File: config.mk
export PLATFORM = sky130hd
export DESIGN_NAME = alu_arbiter
export DESIGN_NICKNAME = d
export VERILOG_FILES = /design/src/rtl/alu_arbiter.sv
export SDC_FILE = /design/constraint.sdc
export NUM_CORES = 1
export LEC_CHECK = 0
export BUFFER_PORTS_ARGS = -buffer_cell sky130_fd_sc_hd__buf_2
export CORE_AREA = 3 3 134 136
export DETAILED_ROUTE_END_ITERATION = 7
export DIE_AREA = 0 0 137 139
export GPL_TIMING_DRIVEN = 0
export PLACE_DENSITY = 0.58
export SYNTH_ARGS = -nofsm -noshare
export SYNTH_HDL_FRONTEND = slang
export SYNTH_SLANG_ARGS = --single-unit
File: constraint.sdc
create_clock -name clk -period 1.5 [get_ports clk]
set_input_delay 0.225 -clock clk [delete_from_list [all_inputs] [get_ports clk]]
set_output_delay 0.225 -clock clk [all_outputs]
set_load 0.1 [all_outputs]
File: src/rtl/alu_arbiter.sv
// rtl/alu_arbiter.sv - two-requester arbiter in front of one shared combinational ALU
// Round-robin by default; define ALU_ARB_FIXED_PRIO_EN for fixed priority to requester 0.
module alu_arbiter #(
  parameter int DATA_W = 32
) (
  input  logic              clk,
  input  logic              reset,
  input  logic              r0_valid,
  output logic              r0_ready,
  input  logic [DATA_W-1:0] r0_a,
  input  logic [DATA_W-1:0] r0_b,
  input  logic [3:0]        r0_ctrl,
  input  logic [4:0]        r0_shamt,
  input  logic              r1_valid,
  output logic              r1_ready,
  input  logic [DATA_W-1:0] r1_a,
  input  logic [DATA_W-1:0] r1_b,
  input  logic [3:0]        r1_ctrl,
  input  logic [4:0]        r1_shamt,
  output logic [DATA_W-1:0] alu_a,
  output logic [DATA_W-1:0] alu_b,
  output logic [3:0]        alu_ctrl,
  output logic [4:0]        alu_shamt,
  input  logic [DATA_W-1:0] alu_out,
  input  logic              alu_zero,
  output logic              s0_valid,
  input  logic              s0_ready,
  output logic [DATA_W-1:0] s0_data,
  output logic              s0_zero,
  output logic              s1_valid,
  input  logic              s1_ready,
  output logic [DATA_W-1:0] s1_data,
  output logic              s1_zero,
  output logic [15:0]       op_count
);

  logic              s0_valid_q, s0_valid_d;
  logic              s1_valid_q, s1_valid_d;
  logic [DATA_W-1:0] s0_data_q, s0_data_d;
  logic [DATA_W-1:0] s1_data_q, s1_data_d;
  logic              s0_zero_q, s0_zero_d;
  logic              s1_zero_q, s1_zero_d;
  logic [15:0]       op_count_q, op_count_d;
  logic              elig0, elig1, gnt0, gnt1;

`ifndef ALU_ARB_FIXED_PRIO_EN
  // 1 means requester 1 was granted last, so requester 0 wins the next tie.
  logic              last_q, last_d;
`endif

  always_comb begin
    elig0 = r0_valid & (~s0_valid_q | s0_ready);
    elig1 = r1_valid & (~s1_valid_q | s1_ready);
`ifdef ALU_ARB_FIXED_PRIO_EN
    gnt0  = elig0;
`else
    gnt0  = elig0 & (~elig1 | last_q);
`endif
    gnt1  = elig1 & ~gnt0;
    if (reset) begin
      gnt0 = 1'b0;
      gnt1 = 1'b0;
    end
  end

  always_comb begin
    alu_a     = '0;
    alu_b     = '0;
    alu_ctrl  = 4'b0000;
    alu_shamt = 5'd0;
    if (gnt0) begin
      alu_a     = r0_a;
      alu_b     = r0_b;
      alu_ctrl  = r0_ctrl;
      alu_shamt = r0_shamt;
    end else if (gnt1) begin
      alu_a     = r1_a;
      alu_b     = r1_b;
      alu_ctrl  = r1_ctrl;
      alu_shamt = r1_shamt;
    end
  end

  // A new accept overrides a drain in the same cycle, keeping the slot full.
  always_comb begin
    s0_valid_d = s0_valid_q;
    s0_data_d  = s0_data_q;
    s0_zero_d  = s0_zero_q;
    s1_valid_d = s1_valid_q;
    s1_data_d  = s1_data_q;
    s1_zero_d  = s1_zero_q;
    op_count_d = op_count_q;
    if (s0_valid_q & s0_ready) s0_valid_d = 1'b0;
    if (s1_valid_q & s1_ready) s1_valid_d = 1'b0;
    if (gnt0) begin
      s0_valid_d = 1'b1;
      s0_data_d  = alu_out;
      s0_zero_d  = alu_zero;
    end
    if (gnt1) begin
      s1_valid_d = 1'b1;
      s1_data_d  = alu_out;
      s1_zero_d  = alu_zero;
    end
    if (gnt0 | gnt1) op_count_d = op_count_q + 16'd1;
  end

`ifndef ALU_ARB_FIXED_PRIO_EN
  always_comb begin
    last_d = last_q;
    if (gnt0) last_d = 1'b0;
    if (gnt1) last_d = 1'b1;
  end
`endif

  always_ff @(posedge clk) begin
    if (reset) begin
      s0_valid_q <= 1'b0;
      s0_data_q  <= '0;
      s0_zero_q  <= 1'b0;
      s1_valid_q <= 1'b0;
      s1_data_q  <= '0;
      s1_zero_q  <= 1'b0;
      op_count_q <= 16'd0;
`ifndef ALU_ARB_FIXED_PRIO_EN
      last_q     <= 1'b1;
`endif
    end else begin
      s0_valid_q <= s0_valid_d;
      s0_data_q  <= s0_data_d;
      s0_zero_q  <= s0_zero_d;
      s1_valid_q <= s1_valid_d;
      s1_data_q  <= s1_data_d;
      s1_zero_q  <= s1_zero_d;
      op_count_q <= op_count_d;
`ifndef ALU_ARB_FIXED_PRIO_EN
      last_q     <= last_d;
`endif
    end
  end

  assign r0_ready = gnt0;
  assign r1_ready = gnt1;
  assign s0_valid = s0_valid_q;
  assign s0_data  = s0_data_q;
  assign s0_zero  = s0_zero_q;
  assign s1_valid = s1_valid_q;
  assign s1_data  = s1_data_q;
  assign s1_zero  = s1_zero_q;
  assign op_count = op_count_q;

endmodule

## Word level (Yosys, flattened, before mapping)

Cells that the tools add are included.

- Add/sub/neg operators: 1
- Bitwise logic cells: 14
- Reduce and logical (&&, ||, !) cells: 3
- Multiplexer cells: 14

Operators with widths:

| operator | count |
|---|---|
| 32-bit two-way mux | 4 |
| 16-bit by 1-bit adder with 16-bit output, second input constant | 1 |
| 5-bit two-way mux | 2 |
| 4-bit two-way mux | 2 |
| 1-bit AND | 6 |
| 1-bit two-way mux | 6 |
| 1-bit NOT | 4 |
| 1-bit OR | 4 |
| 2-bit nonzero test | 2 |
| 2-bit OR reduction | 1 |

- Output and inout port bits: 159
- Word-level logic and storage cells: 40
- Register bits: 85

## Depth between registers and ports, before layout

Gate-level depths: netlist of the first run.

- Depth in word-level cells: 11
- Depth in mapped cells: 7
- Gate-level depth less buffers: 5

## Least setup slack after synthesis of the first run

Ideal clock, no wire load.

- Path type: flip-flop to output port
- Start: register s1_valid_q, in the netlist s1_valid
- End: output port alu_a[22]
- Path slack: -2.344 ns
- Cell stages (with the launch flop): 6
- Data required time: 1.275 ns
- Arrival: 3.619 ns
- Path buffers: 1
- Cells stage by stage: dfxtp_1 -> nor2b_2 -> o311ai_4 -> nor2_1 -> buf_1 -> a22o_1

- Elaborated cells between the ends (all ways): 12

RTL lines:

| element | RTL line | RTL |
|---|---|---|
| start, declared | 38 | `logic s1_valid_q, s1_valid_d;` |
| start signal, assigned | 132 | `s1_valid_q <= s1_valid_d;` |
| 1-bit NOT | 53 | `elig1 = r1_valid & (~s1_valid_q \| s1_ready);` |
| 1-bit OR | 53 |  |
| 1-bit AND | 53 |  |
| 1-bit NOT | 57 | `gnt0 = elig0 & (~elig1 \| last_q);` |
| 1-bit OR | 57 |  |
| 1-bit AND | 57 |  |
| 1-bit two-way mux | 60 | `if (reset) begin` |
| via r0_ready | 9 | `output logic r0_ready,` |
| 32-bit two-way mux | 71 | `if (gnt0) begin` |
| end, declared | 20 | `output logic [DATA_W-1:0] alu_a,` |

The timed path passes the listed nets, and every way through them passes these cells.

## Worst setup path in the final report of the first run

- Start: register s1_valid_q, in the netlist s1_valid
- End: output port alu_b[12]

- Cells in the longest elaborated chain, start to end: 11
- Elaborated cells between the ends (all ways): 12

Ends and longest elaborated chain:

| element | RTL line | RTL |
|---|---|---|
| 1-bit NOT (*) | 53 |  |
| 1-bit OR (*) | 53 |  |
| 1-bit AND (*) | 53 |  |
| 1-bit NOT | 57 |  |
| 1-bit OR | 57 |  |
| 1-bit AND | 57 |  |
| 1-bit NOT | 59 | `gnt1 = elig1 & ~gnt0;` |
| 1-bit AND | 59 |  |
| 1-bit two-way mux | 60 |  |
| 32-bit two-way mux | 76 | `end else if (gnt1) begin` |
| 32-bit two-way mux (*) | 71 |  |
| end, declared | 21 | `output logic [DATA_W-1:0] alu_b,` |

Mark *: on every way between the ends. The rest lies on a longest branch, timed or not.

==> impl_metrics.ini, run 1 <==
[cells_and_area]
fillCellCount = 1515
final_nets = 979
multi_input_comb_area_um2 = 2720
drive_gt1_frac = 0.677
final_common_cell = buf_2
layout_common_cells = buf_2 (270), buf_12 (90), a22o_4 (73)
seq_area_um2 = 1760
fin_util = 0.518
syn_to_final_growth_pct = 134

[timing]
finalCriticalPeriod_ns = 2.19
setup_viol = 154
finalHoldViolations = 0
slew_headroom = 0.493
fin_ws_ns = -0.690
skew_ns = 0.0101
tns_ns = -62.87
worstMarginPinSlew_ns = 0.757
rsz0062_at_grt = true
period_share = 1.46
finalMaxSlewViolations = 0
fmax_mhz = 457

[route]
viasPerCell = 4.76
vias = 4893
wirelength_um = 20900
wl_per_cell_um = 20.3
postRouteAntennaNets = 0
drc_errors = 0
drtIter0Drc = 156
dr.pass1.iters = 4

[floorplan]
start_util = 0.221
row_count = 48
core_area_um2 = 17100
die_h_um = 139
die_w_um = 137
die-area_um2 = 19000
ioPinCount = 344

[synth]
netlist_area_um2 = 3780
syn-instance-count = 413
ys_warn_count = 0
synth-seq-cells = 85
async_flop_share = 0
synth_ff_type = dfxtp_1
avgSynthCellArea_um2 = 9.15
ys_types = 31
synth_edf_count = 0
syn_nets = 599
yosysSeqAreaShare = 0.450

[critical_path]
worst-setup-path-type = flip-flop to output pin
slowest_delay_ns = 0.34
cp-start-kind = flip-flop
rrSetupSlack_ns = -0.38
cp-end-kind = output pin
slowest_stage = dfxtp_4
cp_num_buf_inv = 3
crit_top_cell = clkbuf_16
crit_fanout = 5
r2r_start = s1_valid$_SDFFE_PP0P_
worst-r2r-cell-count = 5
cp.arrival_ns = 1.96
endpoint = alu_b[12]
cp-startpoint = s1_valid$_SDFFE_PP0P_
crit_required_ns = 1.27
critPathTopFamily = compound AO/OA/AOI/OAI gates
cp_num_cells = 7
r2r-end = s1_data[21]$_SDFFE_PP0N_
crit_chain = nor2b_4 > o311ai_4 > nor2_4 > clkbuf_16 > clkbuf_16 > a22o_4 > buf_12

[clock_network]
clkLatencyLatePin_ns = 0.33
htreeDepth = 3
cts_buffer_depth = 2
clk_pin_slew_ns = 0.06
cts_tree = done
numClockSinks = 85
cts-root-buf = clkbuf_16
cts_buffers = 9

[placement]
hpwl_um = 14400
numPortBuffers = 342
gp_congestion = 0.793
dpl_worst_slack_ns = -1.13

[global_routing]
grt_use_total = 0.200
grt_max_degree = 16
antenna_found_initial = 8
grt_pass1_vias = 4986
grt_overflow = 0
grt_pass1_wl_um = 29500

[status]
status = finished with violations
violations = negative setup slack

[job]
drv_cap = 0

[worst_hold_path]
min_path_type = input port to flip-flop

[pwr]
p_leak_nw = 4.19
power.density_nw_per_um2 = 1040
peakVddDrop_uv = 650
## state kept, by name, indices dropped and copies added (netlist names)
register  flops
s0_data      32
s1_data      32
op_count     16
last_q        1
s0_valid      1
s0_zero       1
s1_valid      1
s1_zero       1
## what timing repair did
| item | CTS | global route |
|---|---|---|
| endpoints found under the setup margin | 155 | 157 |
| gates resized for setup | 346 | 66 |
| hold buffers | 0 | 0 |
| setup buffers | 13 | 6 |
| pin swaps | 20 | 14 |
| gates cloned | 3 | 8 |
## layer usage
| metal | GRT usage | wire length, um |
|---|---|---|
| met1 | 0.234 | 8050 |
| met2 | 0.353 | 10800 |
| met3 | 0.0417 | 1330 |
| met4 | 0.0798 | 633 |
| met5 | 0 | 27 |
## stage by stage
stage | hold WS (ns) | power, mW | cell area [um2] | cells
after floorplan | 0.358 | 5.24 | 4580 | 413
after global placement | 0.439 | 5.94 | 6570 | 980
after detailed placement | 0.445 | 5.95 | 6570 | 980
after CTS | 0.106 | 9.07 | 8380 | 1010
after global routing | 0.118 | 9.52 | 8830 | 1029
final | 0.119 | 9.20 | 8830 | 1029
## power by group
part	leakage (nW)	total (mW)	internal (mW)	switching [mW]
Sequential	0.709	2.45	2.37	0.0826
Clock	0.155	2.40	1.47	0.924
Combinational	3.33	4.34	1.46	2.89
Total	4.19	9.20	5.30	3.89
## worst reg2reg max path, stage by stage, from the launching register on
cell and delay [ns]:
dfxtp_4 0.34, buf_4 0.10, nand2b_1 0.12, a31oi_1 0.66, buf_2 0.41, a22o_1 0.19
## worst min path at each step
stage	start	to	slack, ns	cells past startpoint
finish	alu_out[3]	s1_data[3]$_SDFFE_PP0N_	0.12	2
detailed placement	s0_data[30]$_SDFFE_PP0P_	s0_data[30]$_SDFFE_PP0P_	0.44	2
global placement	s0_data[13]$_SDFFE_PP0P_	s0_data[13]$_SDFFE_PP0P_	0.44	2
floorplan	alu_out[22]	s1_data[22]$_SDFFE_PP0N_	0.36	1
global route	alu_out[16]	s1_data[16]$_SDFFE_PP0N_	0.12	2
CTS	alu_out[2]	s1_data[2]$_SDFFE_PP0N_	0.11	2
## logic make-up after synthesis
logic type,count (synthesis),synth area share
mux,1,0.00265
compound gates,172,0.347
flops,85,0.450
buf+inv,40,0.0507
xor+xnor,2,0.00464
simple gates,112,0.141
fa+ha+maj,1,0.00331
## cell usage after synthesis (2+ instances only)
cell type | count | area (um2)
a21oi_1 | 48 | 240
a22o_1 | 106 | 928
and2_1 | 2 | 12.5
and3_1 | 2 | 12.5
and4_1 | 3 | 26.3
buf_2 | 15 | 75.1
buf_6 | 3 | 33.8
clkbuf_1 | 19 | 71.3
dfxtp_1 | 85 | 1700
nand2_1 | 75 | 282
nand2b_1 | 2 | 12.5
nand3_1 | 5 | 25.0
nand4_1 | 3 | 18.8
nor2_1 | 5 | 18.8
o21ai_0 | 5 | 25.0
o31ai_1 | 8 | 60.1
or3_1 | 5 | 31.3
or4_1 | 8 | 60.1
xor2_1 | 2 | 17.5
## layout make-up
cell class	count	share of cell area
antenna	6	0.00170
buffer	37	0.0502
clock buffer	10	0.0259
clock inverter	6	0.0106
inverter	2	0.000850
multi-input combinational	288	0.308
sequential	85	0.200
tap	225	0.0319
timing repair buffer	370	0.372
(Power assumes the default switching activity.)
==> inputs of run 2 (changes only) <==
Settings changed: SKIP_LAST_GASP set to 1.
==> run 2 against run 1 <==
The flow still finishes with violations (negative setup slack). Highest routed layer unchanged. Worst hold slack is essentially flat. Sequential power is essentially flat. Non-clock buffer count fell by 5. Critical endpoint is now alu_a[7]. Via count down 0.65%.
==> impl_metrics.ini, run 2 (synthesized netlist as in run 1, its figures left out) <==
[status]
status = finished with violations
violations = negative setup slack

[timing]
rsz0062_at_grt = true
skew_ns = 0.0122
finalCriticalPeriod_ns = 2.18
fmax_mhz = 458
worstMarginPinSlew_ns = 0.759
period_share = 1.46
slew_headroom = 0.492
finalHoldViolations = 0
setup_viol = 152
tns_ns = -62.98
finalMaxSlewViolations = 0
fin_ws_ns = -0.683

[cells_and_area]
layout_common_cells = buf_2 (271), buf_12 (86), nand2_1 (75)
syn_to_final_growth_pct = 127
fillCellCount = 1549
multi_input_comb_area_um2 = 2620
final_nets = 974
seq_area_um2 = 1760
final_common_cell = buf_2
fin_util = 0.502
drive_gt1_frac = 0.651

[clock_network]
htreeDepth = 3
cts-root-buf = clkbuf_16
cts_tree = done
ctsHoldBuffers = 0
cts_buffers = 9
clk_pin_slew_ns = 0.06
clkLatencyLatePin_ns = 0.34
cts_buffer_depth = 2
numClockSinks = 85

[route]
highest_layer = met5
wirelength_um = 20200
postRouteAntennaNets = 0
wl_per_cell_um = 19.7
vias = 4861
dr.pass1.iters = 4
drc_errors = 0
drtIter0Drc = 164
drt-met1-wl_um = 7880
wl_met3_um = 1320
viasPerCell = 4.74
routed-wl-met2_um = 10300

[placement]
numPortBuffers = 342
hpwl_um = 14400
gp_congestion = 0.793

[global_routing]
grt_pass1_wl_um = 29400
grt_use_total = 0.199
grt_max_degree = 16
antenna_found_initial = 10
grt_pass1_vias = 4976
grt_overflow = 0

[job]
drv_cap = 0

[critical_path]
crit_fanout = 10
crit_top_cell = buf_12
worst-setup-path-type = flip-flop to output pin
crit_chain = nor2b_4 > o311ai_4 > nor2_4 > buf_12 > buf_12 > a22o_4 > buf_12
slowest_stage = dfxtp_4
cp-end-kind = output pin
crit_required_ns = 1.27
cp.arrival_ns = 1.96
cp-start-kind = flip-flop
slowest_delay_ns = 0.34

[pwr]
peakVddDrop_uv = 659
power.density_nw_per_um2 = 1060
p_leak_nw = 4.07

[floorplan]
row_count = 48
die_w_um = 137
ioPinCount = 344
core_area_um2 = 17100
start_util = 0.221
die_h_um = 139
die-area_um2 = 19000

[worst_hold_path]
min_path_type = input port to flip-flop
## run 2: routing by layer
metal  up-vias  track usage
met1      2259        0.232
met3        46       0.0414
met5         -            0
met2       226        0.350
li1       2326            -
met4         4       0.0856
## run 2: power by group
part	switching [mW]	internal, mW	leakage (nW)
registers	0.0808	2.37	0.709
clock network	0.929	1.47	0.155
logic	2.84	1.38	3.21
total	3.85	5.23	4.07
## run 2: area by class of cell
cell class | instances | area share
repair buffers | 365 | 0.368
multi-input cells | 288 | 0.306
flip-flops and latches | 85 | 0.206
plain buffers | 37 | 0.0462
well taps | 225 | 0.0329
clock buffers | 10 | 0.0267
clock inverters | 6 | 0.0110
diodes | 8 | 0.00234
inverters | 2 | 0.000877
## run 2: worst max-delay path: cells and delay by family, from the launching register on
kind,cells,cell delay (ns)
compound gates,2,0.54
buf+inv,3,0.49
flops,1,0.34
simple gates,2,0.23
## run 2: worst paths after layout
path / startpoint / end / slack (ns) / depth (start not counted)
worst max-delay path: s1_valid$_SDFFE_PP0P_ / alu_a[7] / -0.68 / 7
worst min-delay path: alu_out[3] / s1_data[3]$_SDFFE_PP0N_ / 0.12 / 2
worst max register to register: s1_valid$_SDFFE_PP0P_ / s1_data[21]$_SDFFE_PP0N_ / -0.39 / 5
worst min register to register: s0_data[29]$_SDFFE_PP0P_ / s0_data[29]$_SDFFE_PP0P_ / 0.45 / 2
## run 2: repair_timing
item                       in CTS  in global routing
hold endpoints to repair        0                  0
buffers inserted               13                  6
gates resized for setup       340                 34
setup endpoints to repair     155                157
pin swaps                      11                 13
gates cloned                    3                  3
## run 2: per-stage QoR
step	power (mW)	area, um2	hold slack, ns	setup WS (ns)	cells
2_1_floorplan	5.24	4580	0.358	-0.578	413
3_3_place_gp	5.94	6570	0.439	-1.12	980
3_5_place_dp	5.95	6570	0.445	-1.13	980
4_1_cts	9.06	8360	0.106	-0.747	1010
5_1_grt	9.39	8560	0.118	-0.770	1026
6_report	9.08	8560	0.118	-0.683	1026
==> inputs of run 3 (changes only) <==
Settings changed: REMOVE_ABC_BUFFERS set to 1.
==> run 3 against run 2 <==
The run still ends with negative setup slack left. Total power increased by 2.5%. Sequential cell count unchanged. Combinational power increased by 10%. Largest cell class unchanged. Highest routed layer unchanged.
==> impl_metrics.ini, run 3 (synthesized netlist as in run 1, its figures left out) <==
[critical_path]
crit_fanout = 5
cp-startpoint = s1_valid$_SDFFE_PP0P_
slowest_delay_ns = 0.34
cp.arrival_ns = 2.21
cp-start-kind = flip-flop
worst-r2r-cell-count = 12
endpoint = alu_a[20]
crit_chain = nor2b_4 > o311ai_4 > buf_12 > buf_8 > nor2_4 > clkbuf_16 > a22o_1 > buf_12
cp-end-kind = output pin
slowest_stage = dfxtp_2
r2r-end = s1_data[21]$_SDFFE_PP0N_
r2r_start = s1_valid$_SDFFE_PP0P_
crit_required_ns = 1.27
worst-setup-path-type = flip-flop to output pin
rrSetupSlack_ns = -0.62
crit_top_cell = buf_12

[global_routing]
antenna_found_initial = 11
grt_max_degree = 56
grt_pass1_wl_um = 30700
grt_pass1_vias = 4989
grt_use_total = 0.215
grt_overflow = 0

[route]
viasPerCell = 5.04
postRouteAntennaNets = 0
wl_per_cell_um = 23.5
vias = 5374
drc_errors = 0
wirelength_um = 25100
dr.pass1.iters = 4
drtIter0Drc = 177

[cells_and_area]
syn_to_final_growth_pct = 146
seq_area_um2 = 1740
final_cells = 1066
final_common_cell = buf_2
multi_input_comb_area_um2 = 2680
final_nets = 1016
fillCellCount = 1419
layout_common_cells = buf_2 (267), buf_12 (87), dfxtp_1 (70)
fin_area_um2 = 9300
drive_gt1_frac = 0.697

[timing]
skew_ns = 0.00666
period_share = 1.62
fmax_mhz = 411
slew_headroom = 0.506
rsz0062_at_grt = true
finalCriticalPeriod_ns = 2.44
fin_ws_ns = -0.936
finalHoldViolations = 0
finalMaxSlewViolations = 0
setup_viol = 154
worstMarginPinSlew_ns = 0.740

[pwr]
peakVddDrop_uv = 496
p_leak_nw = 4.43
p_total_mw = 9.31
power.density_nw_per_um2 = 1000

[placement]
numPortBuffers = 343
placed_cells = 953
gp_congestion = 0.878
hpwl_um = 14900
place_area_um2 = 5780

[status]
status = finished with violations
violations = negative setup slack

[floorplan]
start_util = 0.221
row_count = 48
die_h_um = 139
die-area_um2 = 19000
core_area_um2 = 17100
die_w_um = 137
ioPinCount = 344

[clock_network]
clk_pin_slew_ns = 0.06
ctsHoldBuffers = 0
cts-root-buf = clkbuf_16
numClockSinks = 85
cts_buffers = 9
cts_buffer_depth = 2
cts_tree = done
htreeDepth = 3
clkLatencyLatePin_ns = 0.34

[worst_hold_path]
min_path_type = input port to flip-flop

[job]
drv_cap = 0
run 3: metrics by stage:
step,TNS [ns],hold WS (ns),worst slack [ns],util
final,-73.24,0.118,-0.936,0.545
after global placement,-501.82,0.439,-4.62,0.328
after detailed placement,-154.67,0.443,-1.71,0.339
after global routing,-79.08,0.116,-0.987,0.545
after floorplan,-557.29,0.294,-5.16,-
after CTS,-74.90,0.0992,-0.896,0.471
run 3: final cells by class:
cell class / instances / area share
timing repair buffer: 442 / 0.461
inverter: 2 / 0.000807
sequential: 85 / 0.187
clock buffer: 10 / 0.0246
multi-input combinational: 290 / 0.289
tap: 225 / 0.0303
antenna: 7 / 0.00188
clock inverter: 5 / 0.00565
run 3: routing by layer:
layer,vias up,GRT usage,part of all wire
met5,-,0,0.0020
met4,8,0.0945,0.042
met3,77,0.0718,0.085
met2,265,0.369,0.51
met1,2614,0.239,0.37
li1,2410,-,-
run 3: worst min path at each step:
| stage | slack [ns] | to | start | cells past startpoint |
|---|---|---|---|---|
| after global placement | 0.44 | s0_data[3]$_SDFFE_PP0P_ | s0_data[3]$_SDFFE_PP0P_ | 2 |
| after global routing | 0.12 | s1_data[26]$_SDFFE_PP0N_ | alu_out[26] | 2 |
| after floorplan | 0.29 | op_count[10]$_SDFFE_PP0P_ | reset | 1 |
| final | 0.12 | s1_data[26]$_SDFFE_PP0N_ | alu_out[26] | 2 |
| after CTS | 0.1 | s1_data[16]$_SDFFE_PP0N_ | alu_out[16] | 2 |
| after detailed placement | 0.44 | s0_data[14]$_SDFFE_PP0P_ | s0_data[14]$_SDFFE_PP0P_ | 2 |
run 3: worst max-delay path, delay by kind of cell (launching register included):
kind,cells,cell delay [ns]
and+or+nand+nor,2,0.49
AOI/OAI and AO/OA,2,0.33
buffers and inverters,4,0.70
DFF,1,0.34
run 3: what timing repair did:
action	in CTS	in global routing
gates cloned	13	13
resized for setup	339	144
pin swaps	39	50
setup endpoints to repair	160	159
buffers inserted	26	44
run 3: power by group:
part           internal (mW)  switching [mW]  total (mW)
Sequential              2.38          0.0766        2.46
Combinational           1.63            3.02        4.65
Clock                   1.27           0.916        2.19
